<file path="src/rtl/spi_mem_pkg.sv">
// spi_mem_pkg
// Shared definitions for the SPI memory master: command opcodes, the FSM
// state type and a helper that gives the number of SCK bits in one frame.
// Optional feature macro: SPI_FAST_READ_EN (reads use 0x0B plus 8 dummy clocks).
package spi_mem_pkg;

   localparam logic [7:0] CMD_READ      = 8'h03;
   localparam logic [7:0] CMD_WRITE     = 8'h02;
   localparam logic [7:0] CMD_FAST_READ = 8'h0B;

`ifdef SPI_FAST_READ_EN
   localparam bit FAST_READ_EN = 1'b1;
`else
   localparam bit FAST_READ_EN = 1'b0;
`endif

   localparam logic [7:0] READ_OPCODE = FAST_READ_EN ? CMD_FAST_READ : CMD_READ;
   localparam int         DUMMY_BITS  = FAST_READ_EN ? 8 : 0;

   typedef enum logic [2:0] {
      IDLE,
      CMD,
      ADDR,
`ifdef SPI_FAST_READ_EN
      DUMMY,
`endif
      DATA,
      DONE
   } state_t;

   // Total SCK bits for one transaction; the dummy byte only exists on reads.
   function automatic int frame_bits(input int addr_w, input int data_bytes, input bit is_read);
      return 8 + addr_w + 8 * data_bytes + (is_read ? DUMMY_BITS : 0);
   endfunction

endpackage

</file>
<file path="src/rtl/spi_mem_master_clk_gen.sv">
// spi_clk_gen
// Divides clk down to the SPI serial clock. Each SCK phase lasts DIV clk
// cycles. rise_stb/fall_stb are high for the one clk cycle whose closing edge
// moves spi_sck high/low, so the master can shift on exactly that edge.
// Ports: clk, rst (async, active-high), en (transaction active),
//        spi_sck (registered, idles low), rise_stb, fall_stb.
module spi_clk_gen #(
   parameter int DIV = 1
) (
   input  logic clk,
   input  logic rst,
   input  logic en,
   output logic spi_sck,
   output logic rise_stb,
   output logic fall_stb
);

   localparam int CNT_W = (DIV > 1) ? $clog2(DIV) : 1;

   logic [CNT_W-1:0] cnt;
   logic             tick;

   assign tick     = en && (cnt == CNT_W'(DIV - 1));
   assign rise_stb = tick && !spi_sck;
   assign fall_stb = tick &&  spi_sck;

   // Phase counter: restarts whenever the bus is idle so the first SCK rise
   // always comes exactly DIV cycles after chip select falls.
   always_ff @(posedge clk or posedge rst) begin
      if (rst) begin
         cnt     <= '0;
         spi_sck <= 1'b0;
      end else if (!en) begin
         cnt     <= '0;
         spi_sck <= 1'b0;
      end else if (tick) begin
         cnt     <= '0;
         spi_sck <= ~spi_sck;
      end else begin
         cnt     <= cnt + CNT_W'(1);
      end
   end

endmodule

</file>
<file path="src/rtl/spi_mem_master.sv">
// spi_mem_master
// SPI mode-0 memory master: turns a single valid/ready read or write request
// into an opcode / address / data frame against an external SPI RAM and
// reports completion with a one-cycle rsp_valid pulse.
// Optional feature macro: SPI_FAST_READ_EN (0x0B reads with 8 dummy clocks).
// Ports: clk, rst (async, active-high); request side req_valid/req_ready,
//        req_we, req_addr, req_wdata; response rsp_valid, rsp_rdata; busy;
//        SPI pins spi_cs_n, spi_sck, spi_mosi, spi_miso. All outputs registered.
module spi_mem_master
   import spi_mem_pkg::*;
#(
   parameter int ADDR_W     = 16,
   parameter int DATA_BYTES = 1,
   parameter int DIV        = 1
) (
   input  logic                    clk,
   input  logic                    rst,
   input  logic                    req_valid,
   output logic                    req_ready,
   input  logic                    req_we,
   input  logic [ADDR_W-1:0]       req_addr,
   input  logic [8*DATA_BYTES-1:0] req_wdata,
   output logic                    rsp_valid,
   output logic [8*DATA_BYTES-1:0] rsp_rdata,
   output logic                    busy,
   output logic                    spi_cs_n,
   output logic                    spi_sck,
   output logic                    spi_mosi,
   input  logic                    spi_miso
);

   localparam int DATA_W   = 8 * DATA_BYTES;
   localparam int SHIFT_W  = 8 + ADDR_W + DATA_W;
   localparam int CMD_END  = 7;
   localparam int ADDR_END = CMD_END + ADDR_W;
   localparam int LAST_WR  = frame_bits(ADDR_W, DATA_BYTES, 1'b0) - 1;
   localparam int LAST_RD  = frame_bits(ADDR_W, DATA_BYTES, 1'b1) - 1;
`ifdef SPI_FAST_READ_EN
   localparam int DUMMY_END = ADDR_END + DUMMY_BITS;
`endif

   state_t              state;
   logic                we;
   logic [6:0]          bit_idx;
   logic [SHIFT_W-1:0]  tx_shift;
   logic [DATA_W-1:0]   rx_shift;
   logic [DATA_W-1:0]   wdata_swap;
   logic [DATA_W-1:0]   rdata_swap;
   logic                rise_stb;
   logic                fall_stb;

   spi_clk_gen #(.DIV(DIV)) u_clk_gen (
      .clk      (clk),
      .rst      (rst),
      .en       (!spi_cs_n),
      .spi_sck  (spi_sck),
      .rise_stb (rise_stb),
      .fall_stb (fall_stb)
   );

   // The wire carries byte 0 first, but the bus keeps byte 0 in the low bits,
   // so both directions need a byte-order reversal.
   always_comb begin
      wdata_swap = '0;
      rdata_swap = '0;
      for (int i = 0; i < DATA_BYTES; i++) begin
         wdata_swap[8*(DATA_BYTES-1-i) +: 8] = req_wdata[8*i +: 8];
         rdata_swap[8*i +: 8]                = rx_shift[8*(DATA_BYTES-1-i) +: 8];
      end
   end

   // Main sequencer. bit_idx counts frame bits from the opcode MSB; phase
   // changes happen on the falling-edge strobe, which is also where MOSI moves
   // so it is always stable across the following rising edge. tx_shift MSB is
   // kept equal to the bit currently on MOSI (except during dummy clocks).
   always_ff @(posedge clk or posedge rst) begin
      if (rst) begin
         state     <= IDLE;
         we        <= 1'b0;
         bit_idx   <= '0;
         tx_shift  <= '0;
         rx_shift  <= '0;
         req_ready <= 1'b1;
         busy      <= 1'b0;
         rsp_valid <= 1'b0;
         rsp_rdata <= '0;
         spi_cs_n  <= 1'b1;
         spi_mosi  <= 1'b0;
      end else begin
         rsp_valid <= 1'b0;
         case (state)
            IDLE: begin
               if (req_valid && req_ready) begin
                  we        <= req_we;
                  bit_idx   <= '0;
                  tx_shift  <= {(req_we ? CMD_WRITE : READ_OPCODE), req_addr,
                                (req_we ? wdata_swap : {DATA_W{1'b0}})};
                  spi_mosi  <= req_we ? CMD_WRITE[7] : READ_OPCODE[7];
                  spi_cs_n  <= 1'b0;
                  busy      <= 1'b1;
                  req_ready <= 1'b0;
                  state     <= CMD;
               end
            end
            DONE: begin
               busy      <= 1'b0;
               req_ready <= 1'b1;
               state     <= IDLE;
            end
            default: begin
               if (rise_stb && state == DATA && !we) begin
                  rx_shift <= {rx_shift[DATA_W-2:0], spi_miso};
               end
               if (fall_stb) begin
                  bit_idx <= bit_idx + 7'd1;
                  case (state)
                     CMD: begin
                        tx_shift <= tx_shift << 1;
                        spi_mosi <= tx_shift[SHIFT_W-2];
                        if (bit_idx == 7'(CMD_END)) begin
                           state <= ADDR;
                        end
                     end
                     ADDR: begin
                        tx_shift <= tx_shift << 1;
                        spi_mosi <= tx_shift[SHIFT_W-2];
                        if (bit_idx == 7'(ADDR_END)) begin
`ifdef SPI_FAST_READ_EN
                           if (!we) begin
                              spi_mosi <= 1'b0;
                              state    <= DUMMY;
                           end else begin
                              state    <= DATA;
                           end
`else
                           state <= DATA;
`endif
                        end
                     end
`ifdef SPI_FAST_READ_EN
                     DUMMY: begin
                        if (bit_idx == 7'(DUMMY_END)) begin
                           spi_mosi <= tx_shift[SHIFT_W-1];
                           state    <= DATA;
                        end
                     end
`endif
                     DATA: begin
                        if (bit_idx == (we ? 7'(LAST_WR) : 7'(LAST_RD))) begin
                           spi_cs_n  <= 1'b1;
                           spi_mosi  <= 1'b0;
                           rsp_valid <= 1'b1;
                           if (!we) begin
                              rsp_rdata <= rdata_swap;
                           end
                           state     <= DONE;
                        end else begin
                           tx_shift <= tx_shift << 1;
                           spi_mosi <= tx_shift[SHIFT_W-2];
                        end
                     end
                     default: begin
                        state <= IDLE;
                     end
                  endcase
               end
            end
         endcase
      end
   end

endmodule

</file>
<file path="config.mk">
export PLATFORM = sky130hd
export DESIGN_NAME = spi_mem_master
export DESIGN_NICKNAME = d
export VERILOG_FILES = /design/src/rtl/spi_mem_pkg.sv /design/src/rtl/spi_mem_master_clk_gen.sv /design/src/rtl/spi_mem_master.sv
export SDC_FILE = /design/constraint.sdc
export NUM_CORES = 1
export LEC_CHECK = 0
export BUFFER_PORTS_ARGS = -buffer_cell sky130_fd_sc_hd__buf_2
export CORE_MARGIN = 2
export CORE_UTILIZATION = 40
export CTS_BUF_LIST = sky130_fd_sc_hd__clkbuf_2 sky130_fd_sc_hd__clkbuf_4 sky130_fd_sc_hd__clkbuf_8
export CTS_CLUSTER_SIZE = 20
export DETAILED_ROUTE_END_ITERATION = 8
export SLEW_MARGIN = 0
export SYNTH_ARGS = -nofsm -noshare
export SYNTH_HDL_FRONTEND = slang
export SYNTH_SLANG_ARGS = --single-unit
export TNS_END_PERCENT = 5
</file>
<file path="constraint.sdc">
create_clock -name clk -period 1.8 [get_ports clk]
set_clock_uncertainty 0.05 [all_clocks]
set_input_delay 0 -clock clk [delete_from_list [all_inputs] [get_ports clk]]
set_output_delay 0 -clock clk [all_outputs]
set_load 0.01 [all_outputs]
</file>
# Word level (Yosys, flattened, before mapping)
# Index checks and enable logic that the tools add are counted.
# W data, S select, Z words.
# totals
ff_bits	65
inputBits	29
output_inout_bits	14
# classes
addsub	2
n_eq_ne	12
mux	37
bitwise	5
reduce_logical	28
# op_table
operator	count
$pmux W31 S2	2
$mux W31	3
$reduce_and A5 Y1	4
$mux W1	16
$mux W3	5
$eq A7 B5 Y1 const B	2
$mux W7	2
$pmux W7 S2	1
$pmux W1 S2	5
$reduce_bool A2 Y1	5
$pmux W3 S3	1
$mux W8	1
$ne A4 B4 Y1 const B	2
$add A7 B1 Y7 const B	1
$eq A7 B3 Y1 const B	1
$eq A3 B2 Y1 const B	2
$logic_and A1 B1 Y1	6
$pmux W3 S2	1
$reduce_and A2 Y1	3
$reduce_bool A3 Y1	2
$not A1 Y1	5
$ne A4 B1 Y1 const B	1
$reduce_and A4 Y1	1
$reduce_or A2 Y1	2
8 further kinds	10

# Depth between registers and ports, before layout
# logic_depth
ltp_word	6
depth_mapped	7

# Modules after synthesis
# A second synthesis with hierarchy kept.
# unflattened
cells_unflattened	292
area_unflattened_um2	3050.4
# modules_own_cells
mod	n_inst	cells_each	area_each_um2
spi_mem_master	1	284	2960.3
spi_clk_gen	1	8	90.1

# Worst setup path after synthesis
# OpenSTA, ideal clock, no wires.
# synth_path
path_type	reg2reg
from	register bit_idx[0]
to	register tx_shift[10]
setup_time_ps	125
t_arrival_ps	1700
required_time_ps	1625
setup_slack_ps	-75
stages_incl_launch_ff	7
path_buffers	1
synth_period_minus_slack_ps	1875
path_cell_list	dfrtp_1 ha_1 nand4bb_1 or3_1 nand4_4 buf_6 mux2_4
# synth_via
elab_chain_cells	3
# synth_rtl
item	line	text
from (decl)	spi_mem_master.sv:44	logic [6:0] bit_idx;
from (signal assigned)	spi_mem_master.sv:115	bit_idx <= bit_idx + 7'd1;
$eq A7 B5 Y1	spi_mem_master.sv:149	if (bit_idx == (we ? 7'(LAST_WR) : 7'(LAST_RD))) begin
$ne A3 B2 Y1 (no source line)	--	
$reduce_and A5 Y1 (no source line)	--	
to (signal assigned)	spi_mem_master.sv:118	tx_shift <= tx_shift << 1;
to (signal assigned)	spi_mem_master.sv:125	tx_shift <= tx_shift << 1;
to (signal assigned)	spi_mem_master.sv:158	tx_shift <= tx_shift << 1;
to (decl)	spi_mem_master.sv:45	logic [SHIFT_W-1:0] tx_shift;
# No other way between the ends.
# A chain may end at the register's enable or synchronous reset.

# Final worst setup path
# layout_path
from	register bit_idx[0]
to	register tx_shift[12]
# The elaborated chain is that of the path after synthesis.

==> results.cfg <==
[status]
outcome = complete, but fails checks
violations = negative setup slack

[yosys]
synthTopCellsByArea = dfrtp_1, mux2_4, nand2_1
ys.flop_type = dfrtp_1
yosys.area.top_type_share_pct = 49.4
synth_cell_types = 41
syn-cell-area_um2 = 3190
async_reset_ff_share_pct = 100
seq_area_frac_synth_pct = 51.0
synth.avg_cell_area_um2 = 11.0
synth_edf_count = 0
yosysTopAreaCell = dfrtp_1
yosys_warnings = 0
synth_nets = 321
syn-instance-count = 291
synth-seq-cells = 65

[critical_path]
r2r_start = bit_idx[0]$_DFFE_PP0P_
r2r_cells = 6
crit_required_ps = 1980
path_class = register to register
ff2ff_setup_slack_ps = -70
cp-end-kind = register
arrival_ps = 2050
cp_slowest_cell = or3_4
rr_endpoint = tx_shift[12]$_DFFE_PP0P_
cpPeakStageDelay_ps = 400
worstPathCellList = ha_2 -> nand4bb_1 -> or3_4 -> nand4_4 -> buf_6 -> mux2_4
cp-start-kind = register
cp_max_fo = 6

[timing]
layout_min_cycle_time_ps = 1870
rsz0062_at_grt = yes
max_freq_mhz = 536
finalSetupViolCount = 25
layout_setup_ws_ps = -65.0
finalHoldViolCount = 0
drv_slew = 0
min_period_over_period_pct = 104

[placement]
gp_congestion = 0.907
place_area_um2 = 3750
placed_cells = 452
hpwlAfterDp_um = 4360
port_buffers = 42

[clocking]
clock_sinks = 65
clock_latency_ps = 350
tritoncts = built
cts_setup_buffers = 0
clockBufferDepth = 2
clock-root-buffer = clkbuf_8
h-tree-depth = 3
cts.clk_slew.worst_paths_ps = 70
cts_buffers = 9

[die]
ios = 43
rows = 32
dieArea_um2 = 8710
start_util_pct = 41.3
die_h_um = 93.3
coreArea_um2 = 7730
die_x_um = 93.3

[power_and_ir_drop]
pwr-share-seq_pct = 37.9
power_frac_clock_pct = 21.8
peakVddDrop_mv = 0.797
p_per_area_nw_per_um2 = 1370
p_leak_nw = 2.21
p_comb_share_pct = 40.2
swShare_pct = 32.4
p_int_mw = 3.92
p_sw_mw = 1.88
finalPower_mw = 5.81

[global_routing]
grt_pass1_wl_um = 11400
grt_max_degree = 66
antenna_found_initial = 0
grt_pass1_vias = 2468
grt-ovfl-total = 0
grtUsageTotal_pct = 16.6

[drt]
post_drt_wl_per_cell_um = 13.3
drc_errors = 0
dr.pass1.iters = 4
vias = 2362
vias_per_cell = 4.77
drtIter0Drc = 115
postRouteAntennaNets = 0
routed_wl_um = 6560

[layout]
fin_cells = 495
finish.utilization_pct = 55.1
final_nets = 418
final_common_cell = nand2_1
synthToLayoutAreaGrowth_pct = 33.3
design_area_um2 = 4250
layout_common_cells = nand2_1, dfrtp_1, buf_2, dlygate4sd3_1, buf_4
n_antenna_cell = 0
drive_above_1_share_pct = 38.7

[job]
maxCapViolations = 0

[min_path]
hold_class = input port to register
holdCritStartpoint = req_we
min_to = we$_DFFE_PP0P_
min_path_cells = 2
==> worst max-delay path by stage <==
| stage | startpoint | end | slack, ps | cells after the start |
|---|---|---|---|---|
| 2_1_floorplan | bit_idx[0]$_DFFE_PP0P_ | tx_shift[10]$_DFFE_PP0P_ | -50 | 6 |
| 3_3_place_gp | spi_cs_n$_DFFE_PP1P_ | rsp_rdata[0]$_DFFE_PP0P_ | -60 | 5 |
| 3_5_place_dp | spi_cs_n$_DFFE_PP1P_ | rsp_rdata[1]$_DFFE_PP0P_ | -100 | 5 |
| 4_1_cts | bit_idx[1]$_DFFE_PP0P_ | tx_shift[24]$_DFFE_PP0P_ | -80 | 6 |
| 5_1_grt | bit_idx[1]$_DFFE_PP0P_ | tx_shift[12]$_DFFE_PP0P_ | -130 | 6 |
| 6_report | bit_idx[0]$_DFFE_PP0P_ | tx_shift[12]$_DFFE_PP0P_ | -70 | 6 |
==> metal layers <==
layer / part of all wire, % / wire length, µm / global-route usage, %
met1: 47 / 3070 / 21.7
met2: 48 / 3130 / 26.7
met3: 4.1 / 269 / 4.67
met4: 1.4 / 89 / 5.27
met5: 0 / 0 / 0
==> synthesized netlist by cell type, types with 2 or more instances <==
cell      instances
a21oi_1           3
a22o_1            2
buf_2             5
buf_6             4
clkbuf_1          9
dfrtp_1          63
dfstp_2           2
inv_1             7
mux2_2           20
mux2_4           24
mux2i_1           7
nand2_1          75
nand2_2           2
nand3_1          11
nand4_1           3
nor2_1           11
nor2_2            2
nor3_1            5
nor3b_1           2
nor4_1            2
o21ai_0           7
or3_1             3
xnor2_1           4
==> metrics by stage <==
| step | hold slack, ps | TNS, ps | setup slack, ps |
|---|---|---|---|
| 6_report | 37.6 | -1220 | -65.0 |
| 5_1_grt | 45.7 | -3190 | -131 |
| 4_1_cts | 23.3 | -1530 | -80.4 |
| 3_5_place_dp | 49.6 | -2430 | -97.1 |
| 3_3_place_gp | 48.5 | -1350 | -60.3 |
| 2_1_floorplan | 101 | -1110 | -47.0 |
==> kinds of logic after synthesis <==
| kind of cell | Yosys count | synth area share [%] |
|---|---|---|
| AOI/OAI and AO/OA | 17 | 3.41 |
| xor gates and xnor gates | 5 | 1.37 |
| adders and majority gates | 1 | 0.392 |
| buffers and inverters | 25 | 4.08 |
| DFF | 65 | 51.0 |
| muxes | 51 | 20.5 |
| other | 1 | 0.117 |
| and+or+nand+nor | 126 | 19.1 |
==> registers in the layout, summed over array words and instances, names as in the netlist <==
name / count
busy: 1
we: 1
req_ready: 1
spi_mosi: 1
bit_idx: 7
u_clk_gen.spi_sck: 1
u_clk_gen.cnt: 1
rsp_rdata: 8
rdata_swap: 8
spi_cs_n: 1
state: 3
rsp_valid: 1
tx_shift: 31
==> critical path, delay by kind of cell, from the launching register on <==
| family | cells | cell delay (ps) |
|---|---|---|
| adders and majority gates | 1 | 180 |
| DFF | 1 | 360 |
| muxes | 1 | 300 |
| and+or+nand+nor | 3 | 690 |
| buffers and inverters | 1 | 170 |
==> layout make-up <==
| type | instances | area [µm²] |
|---|---|---|
| Fill cell | 688 | 3470 |
| Sequential cell | 65 | 1630 |
| Clock buffer | 10 | 138 |
| Tap cell | 102 | 128 |
| Clock inverter | 6 | 65.1 |
| Timing Repair Buffer | 104 | 808 |
| Multi-Input combinational cell | 201 | 1460 |
| Inverter | 7 | 26.3 |
==> power by group through the flow <==
stage               Combinational [mW]  Sequential (mW)  Clock, mW
detailed placement                2.25             2.23          0
global placement                  2.20             2.21          0
global route                      2.57             2.27       1.36
finish                            2.34             2.20       1.27
floorplan                         1.58             2.19          0
CTS                               2.35             2.21       1.31
==> timing repair <==
item                                    4_1_cts  5_1_grt
resized for setup                             6        2
pin swaps                                     0        0
endpoints found under the setup margin       34       39
hold buffers                                 27        0
endpoints found under the hold margin        92        0
No activity file was read; power rests on OpenSTA's default activity.
